[src/rtl/data_mem_arbiter_pkg.sv]
// rtl/data_mem_arbiter_pkg.sv - shared types and constants for the data memory arbiter
package data_mem_arb_pkg;

    // Access sequencer states: accept, drive memory, return response
    typedef enum logic [1:0] {
        ST_IDLE  = 2'd0,
        ST_ISSUE = 2'd1,
        ST_RESP  = 2'd2
    } arb_state_t;

    // Requester indices, also used as the owner / last_grant encoding
    localparam logic PORT_A = 1'b0;
    localparam logic PORT_B = 1'b1;

    // True when the byte address selects the first byte of a word
    function automatic logic word_aligned(input logic [1:0] addr_lsb);
        return (addr_lsb == 2'b00);
    endfunction

endpackage

[src/rtl/data_mem_arbiter_if.sv]
// rtl/data_mem_arbiter_if.sv - requester and memory-side signal bundle for the arbiter
interface data_mem_arbiter_if #(
    parameter int ADDRESS_WIDTH = 32,
    parameter int DATA_WIDTH    = 32
) ();

    // Port A (core load/store path)
    logic                     mem_arb_a_req;
    logic                     mem_arb_a_we;
    logic [ADDRESS_WIDTH-1:0] mem_arb_a_addr;
    logic [DATA_WIDTH-1:0]    mem_arb_a_wdata;
    logic                     mem_arb_a_ready;
    logic                     mem_arb_a_rvalid;
    logic [DATA_WIDTH-1:0]    mem_arb_a_rdata;
    logic                     mem_arb_a_err;

    // Port B (debug / DMA loader)
    logic                     mem_arb_b_req;
    logic                     mem_arb_b_we;
    logic [ADDRESS_WIDTH-1:0] mem_arb_b_addr;
    logic [DATA_WIDTH-1:0]    mem_arb_b_wdata;
    logic                     mem_arb_b_ready;
    logic                     mem_arb_b_rvalid;
    logic [DATA_WIDTH-1:0]    mem_arb_b_rdata;
    logic                     mem_arb_b_err;

    // Single-port data memory side
    logic [ADDRESS_WIDTH-1:0] data_mem_addr;
    logic [DATA_WIDTH-1:0]    data_mem_in;
    logic                     data_mem_wr_en;
    logic [DATA_WIDTH-1:0]    data_mem_out;

    // Arbiter view
    modport slave (
        input  mem_arb_a_req, mem_arb_a_we, mem_arb_a_addr, mem_arb_a_wdata,
        output mem_arb_a_ready, mem_arb_a_rvalid, mem_arb_a_rdata, mem_arb_a_err,
        input  mem_arb_b_req, mem_arb_b_we, mem_arb_b_addr, mem_arb_b_wdata,
        output mem_arb_b_ready, mem_arb_b_rvalid, mem_arb_b_rdata, mem_arb_b_err,
        output data_mem_addr, data_mem_in, data_mem_wr_en,
        input  data_mem_out
    );

    // Requester / memory view
    modport master (
        output mem_arb_a_req, mem_arb_a_we, mem_arb_a_addr, mem_arb_a_wdata,
        input  mem_arb_a_ready, mem_arb_a_rvalid, mem_arb_a_rdata, mem_arb_a_err,
        output mem_arb_b_req, mem_arb_b_we, mem_arb_b_addr, mem_arb_b_wdata,
        input  mem_arb_b_ready, mem_arb_b_rvalid, mem_arb_b_rdata, mem_arb_b_err,
        input  data_mem_addr, data_mem_in, data_mem_wr_en,
        output data_mem_out
    );

endinterface

[src/rtl/data_mem_arbiter_rr_picker.sv]
// rtl/data_mem_arbiter_rr_picker.sv - two-way round-robin grant picker (combinational)
module mem_arb_rr_picker
    import data_mem_arb_pkg::*;
(
    input  logic req_a,
    input  logic req_b,
    input  logic last_grant,
    output logic grant_a,
    output logic grant_b
);

    // A lone requester always wins; on a tie the port that was not served last wins
    always_comb begin
        grant_a = req_a && (!req_b || (last_grant == PORT_B));
        grant_b = req_b && (!req_a || (last_grant == PORT_A));
    end

endmodule

[src/rtl/data_mem_arbiter.sv]
// rtl/data_mem_arbiter.sv - round-robin two-port arbiter for the single-port data memory (option: DATA_MEM_ARB_ALIGN_CHECK_EN)
module data_mem_arbiter
    import data_mem_arb_pkg::*;
#(
    parameter int ADDRESS_WIDTH = 32,
    parameter int DATA_WIDTH    = 32
) (
    input  logic              mem_arb_clk,
    input  logic              mem_arb_rst,
    data_mem_arbiter_if.slave bus
);

    arb_state_t               state_q;
    arb_state_t               state_d;
    logic                     owner_q;
    logic                     last_grant_q;
    logic [ADDRESS_WIDTH-1:0] addr_q;
    logic [DATA_WIDTH-1:0]    wdata_q;
    logic                     wr_en_q;
    logic                     misalign_d;
    logic                     misalign_q;

    logic                     grant_a;
    logic                     grant_b;
    logic                     ready_a;
    logic                     ready_b;
    logic                     accept;
    logic                     accept_port;
    logic                     sel_we;
    logic [ADDRESS_WIDTH-1:0] sel_addr;
    logic [DATA_WIDTH-1:0]    sel_wdata;

    logic                     rvalid_a;
    logic                     rvalid_b;
    logic [DATA_WIDTH-1:0]    rdata_a;
    logic [DATA_WIDTH-1:0]    rdata_b;
    logic                     err_a;
    logic                     err_b;

    mem_arb_rr_picker u_picker (
        .req_a      (bus.mem_arb_a_req),
        .req_b      (bus.mem_arb_b_req),
        .last_grant (last_grant_q),
        .grant_a    (grant_a),
        .grant_b    (grant_b)
    );

    // Winner's request fields, selected by the grant (at most one grant is high)
    always_comb begin
        accept      = ready_a || ready_b;
        accept_port = grant_b ? PORT_B : PORT_A;
        sel_we      = grant_b ? bus.mem_arb_b_we    : bus.mem_arb_a_we;
        sel_addr    = grant_b ? bus.mem_arb_b_addr  : bus.mem_arb_a_addr;
        sel_wdata   = grant_b ? bus.mem_arb_b_wdata : bus.mem_arb_a_wdata;
    end

`ifdef DATA_MEM_ARB_ALIGN_CHECK_EN
    // Misaligned accesses are accepted but never reach the memory as writes
    assign misalign_d = !word_aligned(sel_addr[1:0]);

    // Remember the misalignment of the access in flight for its response
    always_ff @(posedge mem_arb_clk) begin
        if (mem_arb_rst) begin
            misalign_q <= 1'b0;
        end else if (accept) begin
            misalign_q <= misalign_d;
        end
    end
`else
    assign misalign_d = 1'b0;
    assign misalign_q = 1'b0;
`endif

    // State register
    always_ff @(posedge mem_arb_clk) begin
        if (mem_arb_rst) begin
            state_q <= ST_IDLE;
        end else begin
            state_q <= state_d;
        end
    end

    // Next state: one accepted access walks IDLE -> ISSUE -> RESP -> IDLE
    always_comb begin
        state_d = state_q;
        case (state_q)
            ST_IDLE:  if (accept) state_d = ST_ISSUE;
            ST_ISSUE: state_d = ST_RESP;
            ST_RESP:  state_d = ST_IDLE;
            default:  state_d = ST_IDLE;
        endcase
    end

    // Capture the winner into the memory-side registers; write enable lives only for ISSUE
    always_ff @(posedge mem_arb_clk) begin
        if (mem_arb_rst) begin
            owner_q      <= PORT_A;
            last_grant_q <= PORT_B;
            addr_q       <= '0;
            wdata_q      <= '0;
            wr_en_q      <= 1'b0;
        end else begin
            wr_en_q <= 1'b0;
            if (accept) begin
                owner_q      <= accept_port;
                last_grant_q <= accept_port;
                addr_q       <= sel_addr;
                wdata_q      <= sel_wdata;
                wr_en_q      <= sel_we && !misalign_d;
            end
        end
    end

    // Handshake and response outputs; reset silences everything immediately
    always_comb begin
        ready_a  = 1'b0;
        ready_b  = 1'b0;
        rvalid_a = 1'b0;
        rvalid_b = 1'b0;
        rdata_a  = '0;
        rdata_b  = '0;
        err_a    = 1'b0;
        err_b    = 1'b0;
        if (!mem_arb_rst) begin
            case (state_q)
                ST_IDLE: begin
                    ready_a = grant_a;
                    ready_b = grant_b;
                end
                ST_RESP: begin
                    if (owner_q == PORT_A) begin
                        rvalid_a = 1'b1;
                        rdata_a  = misalign_q ? '0 : bus.data_mem_out;
                        err_a    = misalign_q;
                    end else begin
                        rvalid_b = 1'b1;
                        rdata_b  = misalign_q ? '0 : bus.data_mem_out;
                        err_b    = misalign_q;
                    end
                end
                default: ;
            endcase
        end
    end

    assign bus.mem_arb_a_ready  = ready_a;
    assign bus.mem_arb_a_rvalid = rvalid_a;
    assign bus.mem_arb_a_rdata  = rdata_a;
    assign bus.mem_arb_a_err    = err_a;
    assign bus.mem_arb_b_ready  = ready_b;
    assign bus.mem_arb_b_rvalid = rvalid_b;
    assign bus.mem_arb_b_rdata  = rdata_b;
    assign bus.mem_arb_b_err    = err_b;

    // A reset landing while ISSUE is in progress must keep that write out of the memory
    assign bus.data_mem_addr  = addr_q;
    assign bus.data_mem_in    = wdata_q;
    assign bus.data_mem_wr_en = wr_en_q && !mem_arb_rst;

endmodule

[src/flat_wrapper.sv]
// flat-port wrapper written by rule: the top's interface ports become plain ports
module data_mem_arbiter_flat import data_mem_arb_pkg::*;
#(
    parameter int ADDRESS_WIDTH = 32,
    parameter int DATA_WIDTH    = 32
)
  (mem_arb_clk, mem_arb_rst, bus_mem_arb_a_req, bus_mem_arb_a_we, bus_mem_arb_a_addr, bus_mem_arb_a_wdata, bus_mem_arb_a_ready, bus_mem_arb_a_rvalid, bus_mem_arb_a_rdata, bus_mem_arb_a_err, bus_mem_arb_b_req, bus_mem_arb_b_we, bus_mem_arb_b_addr, bus_mem_arb_b_wdata, bus_mem_arb_b_ready, bus_mem_arb_b_rvalid, bus_mem_arb_b_rdata, bus_mem_arb_b_err, bus_data_mem_addr, bus_data_mem_in, bus_data_mem_wr_en, bus_data_mem_out);
  data_mem_arbiter_if #(.ADDRESS_WIDTH(ADDRESS_WIDTH), .DATA_WIDTH(DATA_WIDTH)) bus_i ();
  input  logic mem_arb_clk;
  input  logic mem_arb_rst;
  input wire logic [$bits(bus_i.mem_arb_a_req)-1:0] bus_mem_arb_a_req;
  input wire logic [$bits(bus_i.mem_arb_a_we)-1:0] bus_mem_arb_a_we;
  input wire logic [$bits(bus_i.mem_arb_a_addr)-1:0] bus_mem_arb_a_addr;
  input wire logic [$bits(bus_i.mem_arb_a_wdata)-1:0] bus_mem_arb_a_wdata;
  output wire logic [$bits(bus_i.mem_arb_a_ready)-1:0] bus_mem_arb_a_ready;
  output wire logic [$bits(bus_i.mem_arb_a_rvalid)-1:0] bus_mem_arb_a_rvalid;
  output wire logic [$bits(bus_i.mem_arb_a_rdata)-1:0] bus_mem_arb_a_rdata;
  output wire logic [$bits(bus_i.mem_arb_a_err)-1:0] bus_mem_arb_a_err;
  input wire logic [$bits(bus_i.mem_arb_b_req)-1:0] bus_mem_arb_b_req;
  input wire logic [$bits(bus_i.mem_arb_b_we)-1:0] bus_mem_arb_b_we;
  input wire logic [$bits(bus_i.mem_arb_b_addr)-1:0] bus_mem_arb_b_addr;
  input wire logic [$bits(bus_i.mem_arb_b_wdata)-1:0] bus_mem_arb_b_wdata;
  output wire logic [$bits(bus_i.mem_arb_b_ready)-1:0] bus_mem_arb_b_ready;
  output wire logic [$bits(bus_i.mem_arb_b_rvalid)-1:0] bus_mem_arb_b_rvalid;
  output wire logic [$bits(bus_i.mem_arb_b_rdata)-1:0] bus_mem_arb_b_rdata;
  output wire logic [$bits(bus_i.mem_arb_b_err)-1:0] bus_mem_arb_b_err;
  output wire logic [$bits(bus_i.data_mem_addr)-1:0] bus_data_mem_addr;
  output wire logic [$bits(bus_i.data_mem_in)-1:0] bus_data_mem_in;
  output wire logic [$bits(bus_i.data_mem_wr_en)-1:0] bus_data_mem_wr_en;
  input wire logic [$bits(bus_i.data_mem_out)-1:0] bus_data_mem_out;
  assign bus_i.mem_arb_a_req = bus_mem_arb_a_req;
  assign bus_i.mem_arb_a_we = bus_mem_arb_a_we;
  assign bus_i.mem_arb_a_addr = bus_mem_arb_a_addr;
  assign bus_i.mem_arb_a_wdata = bus_mem_arb_a_wdata;
  assign bus_mem_arb_a_ready = bus_i.mem_arb_a_ready;
  assign bus_mem_arb_a_rvalid = bus_i.mem_arb_a_rvalid;
  assign bus_mem_arb_a_rdata = bus_i.mem_arb_a_rdata;
  assign bus_mem_arb_a_err = bus_i.mem_arb_a_err;
  assign bus_i.mem_arb_b_req = bus_mem_arb_b_req;
  assign bus_i.mem_arb_b_we = bus_mem_arb_b_we;
  assign bus_i.mem_arb_b_addr = bus_mem_arb_b_addr;
  assign bus_i.mem_arb_b_wdata = bus_mem_arb_b_wdata;
  assign bus_mem_arb_b_ready = bus_i.mem_arb_b_ready;
  assign bus_mem_arb_b_rvalid = bus_i.mem_arb_b_rvalid;
  assign bus_mem_arb_b_rdata = bus_i.mem_arb_b_rdata;
  assign bus_mem_arb_b_err = bus_i.mem_arb_b_err;
  assign bus_data_mem_addr = bus_i.data_mem_addr;
  assign bus_data_mem_in = bus_i.data_mem_in;
  assign bus_data_mem_wr_en = bus_i.data_mem_wr_en;
  assign bus_i.data_mem_out = bus_data_mem_out;
  data_mem_arbiter #(.ADDRESS_WIDTH(ADDRESS_WIDTH), .DATA_WIDTH(DATA_WIDTH)) u_core (.mem_arb_clk(mem_arb_clk), .mem_arb_rst(mem_arb_rst), .bus(bus_i));
endmodule
[config.mk]
export PLATFORM = sky130hd
export DESIGN_NAME = data_mem_arbiter_flat
export DESIGN_NICKNAME = d
export VERILOG_FILES = /design/src/rtl/data_mem_arbiter_pkg.sv /design/src/rtl/data_mem_arbiter_if.sv /design/src/rtl/data_mem_arbiter_rr_picker.sv /design/src/rtl/data_mem_arbiter.sv /design/src/flat_wrapper.sv
export SDC_FILE = /design/constraint.sdc
export NUM_CORES = 1
export LEC_CHECK = 0
export ABC_AREA = 1
export ABC_CLOCK_PERIOD_IN_PS = 2150
export CORE_MARGIN = 10
export CORE_UTILIZATION = 39
export DETAILED_ROUTE_END_ITERATION = 16
export GPL_ROUTABILITY_DRIVEN = 0
export HOLD_SLACK_MARGIN = 0.05
export PLACE_DENSITY = 0.88
export SLEW_MARGIN = 5
export SYNTH_ARGS = -nofsm -noshare
export SYNTH_HDL_FRONTEND = slang
export SYNTH_SLANG_ARGS = --single-unit
[constraint.sdc]
create_clock -name mem_arb_clk -period 2.15 [get_ports mem_arb_clk]
set_clock_uncertainty 0.1 [all_clocks]
set_input_delay 0.5375 -clock mem_arb_clk [delete_from_list [all_inputs] [get_ports mem_arb_clk]]
set_output_delay 0.5375 -clock mem_arb_clk [all_outputs]
set_load 0.02 [all_outputs]
* Yosys cells after proc, flatten, opt, wreduce, memory -nomap -nowiden
Index checks and enable logic that the tools add are counted.
** Storage, ports and cells
- Output and inout port bits :: 135
- Bits in registers :: 69
- Bits of input ports :: 166
** Cells by class
- Reduce and logical (&&, ||, !) cells :: 11
- Muxes and demuxes :: 22
- Equal/unequal tests :: 3
- Bitwise logic cells :: 2
** Operators with widths (number)
- 2-to-1 mux 32 bit :: 8
- 2-to-1 mux 1 bit :: 12
- case mux 2 bit (2 select lines) :: 1
- logical AND 1 bit :: 3
- zero test 1 bit :: 3
- logical OR 1 bit :: 3
- equality test 2 x 1 -> 1 bit (second input constant) :: 1
- equality test 2 bit (second input constant) :: 1
- zero test 2 bit :: 1
- 2-to-1 mux 2 bit :: 1
- inequality test 2 x 1 -> 1 bit (second input constant) :: 1
- inverter 1 bit :: 2
- OR reduction 2 bit :: 1

* Logic depth before layout (Yosys ltp)
- Word-level depth :: 8
- Depth in mapped cells :: 8
- Gate-level depth less buffers :: 6

* By module
From an unflattened synthesis, not the netlist that was laid out.
** Unflattened totals
- Cell total of the unflattened synthesis :: 701
- Area, all modules :: 4147.7 µm²
** Modules (own cells, without submodules)
- data_mem_arbiter :: seq. area each 1381.3 µm², area each 4120.2 µm², cells each 697, times used 1
- mem_arb_rr_picker :: seq. area each 0.0 µm², area each 27.5 µm², cells each 4, times used 1

* Worst setup path after synthesis
OpenSTA, ideal clock, no wires.
- Path kind :: input port to output port
- From :: in mem_arb_rst
- To :: out bus_mem_arb_b_rdata[10]
- Required time :: 1512 ps
- Path buffers :: 1
- Setup slack :: -295 ps
- Stages on the path :: 6
- Data arrival time :: 1807 ps
- Cells stage by stage :: inv_2 -> nand2_1 -> nor3_1 -> inv_2 -> buf_2 -> nor2_1
** Between the ends
- Cells in the longest elaborated chain, start to end :: 1
** Ends and longest elaborated chain
- start, declared :: line flat_wrapper.sv:10 : input logic mem_arb_rst;
- 2-to-1 mux 32 bit :: line data_mem_arbiter.sv:124 : if (!mem_arb_rst) begin
- end, declared :: line flat_wrapper.sv:25 : output wire logic [$bits(bus_i.mem_arb_b_rdata)-1:0] bus_mem_arb_b_rdata;
No other way between the ends.

* Worst setup path after layout
- From :: reg u_core.state_q[1]
- To :: out bus_mem_arb_b_rdata[17]
** Between the ends
- Cells in the longest elaborated chain, start to end :: 3
** Ends and longest elaborated chain
- start, declared :: line data_mem_arbiter.sv:13 : arb_state_t state_q;
- start signal, assigned :: line data_mem_arbiter.sv:79 : state_q <= state_d;
- equality test 2 bit :: line data_mem_arbiter.sv:125 : case (state_q)
- 2-to-1 mux 32 bit :: line data_mem_arbiter.sv:125
- 2-to-1 mux 32 bit :: line data_mem_arbiter.sv:124
No other way between the ends.

==> summary.md <==
| Metric | Value |
|---|---|
| Status | `finished, violations left` |
| Violated checks | `setup timing` |
| Core footprint | `10900 µm²` |
| Overall Global Routing Usage | `22.5%` |
| Iter 0 DRT Violations | `371` |
| R2R depth | `8` |
| Final worst slack | `-0.108 ns` |
| Total number of vias | `5836` |
| Final nets | `1230` |
| Slew Viols, Final | `0` |
| Critical path class | `flop to output port` |
| Sw Share | `34.1%` |
| Power, Total | `4.19 mW` |
| Netlist area before placement | `4360 µm²` |
| Remaining Overflow, GRT | `0` |
| Fmax | `443 MHz` |
| Avg Cell Area, Syn | `5.64 µm²` |
| Seq cells post-synth | `69` |
| Wire per inst | `16.3 µm` |
| Part of the power in the clock network | `25.3%` |
| First-pass GRT wire length | `29400 µm` |
| Psw | `1.43 mW` |
| Post-route DRC violation count | `0` |
| Period utilization | `105%` |
| Port bufs | `298` |
| Clock sink total | `69` |
| Top cell type by total area after synthesis | `dfxtp_1` |
| Register area share after synthesis | `31.7%` |
| Chip height | `126 µm` |
| Clk root buf | `clkbuf_8` |
| Fillers | `866` |
| H-tree level count | `3` |
| Via density per instance | `4.83` |
| Setup TNS | `-2.03 ns` |
| Arrival time at the worst endpoint | `1.62 ns` |
| DIE AREA | `15800 µm²` |
| Final setup viols | `47` |
| Crit-path max FO | `6` |
| Max Buffers Root-to-Sink | `2` |
| RSZ-0062 raised after global routing | `yes` |
| WP data required | `1.51 ns` |
| CP endpoint | `bus_mem_arb_b_rdata[17]` |
| Peak VDD IR | `0.382 mV` |
| Area delta synth->final | `82.2%` |
| FP Rows | `38` |
| Top post-synthesis cells by area | `dfxtp_1 32%, nand2_1 17%, nand3_1 15%` |
| Max_slew headroom | `54.5%` |
| Critical Path Start | `u_core.state_q[1]$_SDFFE_PP0P_` |
| IO Count | `301` |
| R2R Setup Slk | `0.33 ns` |
| Detailed Routing Iterations Pass 1 | `5` |
| Ant. Diodes | `0` |
| Cts bufs inserted | `9` |
| Synth cell types | `16` |
| Critical Path Source Type | `flop` |
| Pin count of the biggest net entering global routing | `129` |
| Routed WL | `19700 µm` |
| Sequential Power Share | `35.7%` |
| P_leak | `4.01 nW` |
| Placed insts | `1182` |
| Actual slew at the worst max-slew pin | `0.683 ns` |
| Comb pwr share | `39.0%` |
| Pwr dens | `528 nW/µm²` |
| Hold WC Path Type | `input port to flop` |
| Post-route ant nets | `0` |
| Vias in the first global route | `5360` |
| Initial core utilization | `40.0%` |
| CTS tree | `built` |
| Synthesis Warnings | `0` |
| Share of layout cells above drive strength 1 | `15.7%` |
| R2R Path Start | `u_core.state_q[0]$_SDFFE_PP0P_` |
| Worst skew pair latency | `0.32 ns` |
| Gate Count Post-Synth | `772` |
| DPL Wire Length | `14600 µm` |
| Final min period | `2.26 ns` |
| Finished Layout Cells | `1209` |
| Hold Buf Count CTS | `0` |
| Hold Fails Final Rpt | `0` |
| Die Wd | `126 µm` |
| Pre-CTS WS | `-0.763 ns` |
| Top cell type's share of synthesized area | `31.7%` |
| Max Cap Violations | `0` |
| R2r endpoint | `u_core.bus.data_mem_in[14]$_SDFFE_PP0P_` |
| Number of antenna violations at the first check in global routing | `0` |
| Critical path endpoint category | `output port` |
| Clock slew at reported path FFs | `0.07 ns` |
| Pint | `2.76 mW` |
[state kept, by name, summed over array words and instances, names as in the netlist]
name and count:
u_core.wr_en_q 1, u_core.owner_q 1, u_core.state_q 2, u_core.last_grant_q 1, u_core.bus.data_mem_addr 32, u_core.bus.data_mem_in 32
[stage by stage]
stage / cell area (µm²) / hold slack, ns / util (%)
finish: 7940 / 0.372 / 72.9
global route: 7940 / 0.358 / 72.9
CTS: 7770 / 0.353 / 71.4
detailed placement: 7520 / 0.388 / 69.0
global placement: 7520 / 0.390 / 69.0
floorplan: 4370 / 0.356 / -
[final cells by class]
| type | instances | area [µm²] | share of cell area, % |
|---|---|---|---|
| timing repair inverter | 1 | 7.51 | 0.0946 |
| clock buffer | 9 | 124 | 1.56 |
| clock inverter | 7 | 73.8 | 0.930 |
| timing repair buffer | 343 | 3280 | 41.3 |
| tap | 140 | 175 | 2.21 |
| inverter | 105 | 407 | 5.12 |
| multi-input combinational | 535 | 2480 | 31.3 |
| sequential | 69 | 1380 | 17.4 |
[cell usage after synthesis, drive strengths merged]
| library cell | n |
|---|---|
| nor2 | 133 |
| conb | 1 |
| dfxtp | 69 |
| a21oi | 66 |
| nor3 | 1 |
| nand4 | 2 |
| inv | 105 |
| clkbuf | 18 |
| a22oi | 1 |
| nand2 | 200 |
| buf | 46 |
| nand3 | 130 |
[cells in the final DEF, fill, tap and decap left out, drive strengths merged, types with 3 or more instances in the layout]
cell           synthesis  final
a21oi                 66     66
dfxtp                 69     69
clkdlybuf4s50          0    226
clkbuf                18     12
buf                   46    110
nor2                 133    133
clkinv                 0      3
nand2                200    200
inv                  105    107
nand3                130    130
[worst max-delay path, cell delays in order, from the launching register on]
cell,delay (ns)
dfxtp_2,0.35
inv_4,0.05
nor3_4,0.27
clkinvlp_4,0.15
buf_6,0.15
buf_6,0.12
nor2_4,0.08
buf_6,0.13
[power by group through the flow]
stage | clock network, mW | registers [mW] | logic [mW]
after floorplan | 0 | 1.69 | 0.645
after global placement | 0 | 1.52 | 1.60
after detailed placement | 0 | 1.53 | 1.61
after CTS | 1.09 | 1.50 | 1.63
after global routing | 1.14 | 1.51 | 1.79
final | 1.06 | 1.50 | 1.63
[logic make-up after synthesis]
group | count (synthesis) | share of synthesized area (%)
AOI/OAI and AO/OA | 67 | 7.76
buffers and inverters | 169 | 16.1
DFF | 69 | 31.7
other | 1 | 0.0861
and+or+nand+nor | 466 | 44.4
[how the worst min path moves through the flow]
stage | startpoint | cells past startpoint | endpoint
after global placement | u_core.last_grant_q$_SDFFE_PP1P_ | 2 | u_core.last_grant_q$_SDFFE_PP1P_
after floorplan | u_core.last_grant_q$_SDFFE_PP1P_ | 2 | u_core.last_grant_q$_SDFFE_PP1P_
after detailed placement | u_core.last_grant_q$_SDFFE_PP1P_ | 2 | u_core.last_grant_q$_SDFFE_PP1P_
after CTS | mem_arb_rst | 3 | u_core.owner_q$_SDFFE_PP0P_
after global routing | mem_arb_rst | 3 | u_core.owner_q$_SDFFE_PP0P_
final | mem_arb_rst | 3 | u_core.state_q[1]$_SDFFE_PP0P_
[per-layer routing]
metal / up-vias / global-route usage [%] / share of wire [%]
met3: 30 / 7.21 / 9.7
met4: 0 / 7.05 / 2.7
met5: - / 0 / 0
met2: 249 / 41.7 / 52
met1: 2604 / 23.4 / 35
li1: 2953 / - / -
[repair_timing]
action / CTS / global route
gates resized for setup: 310 / 42
setup buffers: 8 / 0
pin swaps: 3 / 3
endpoints found under the setup margin: 69 / 67
cloned: 2 / 2
Power figures use the tool's default switching activity.
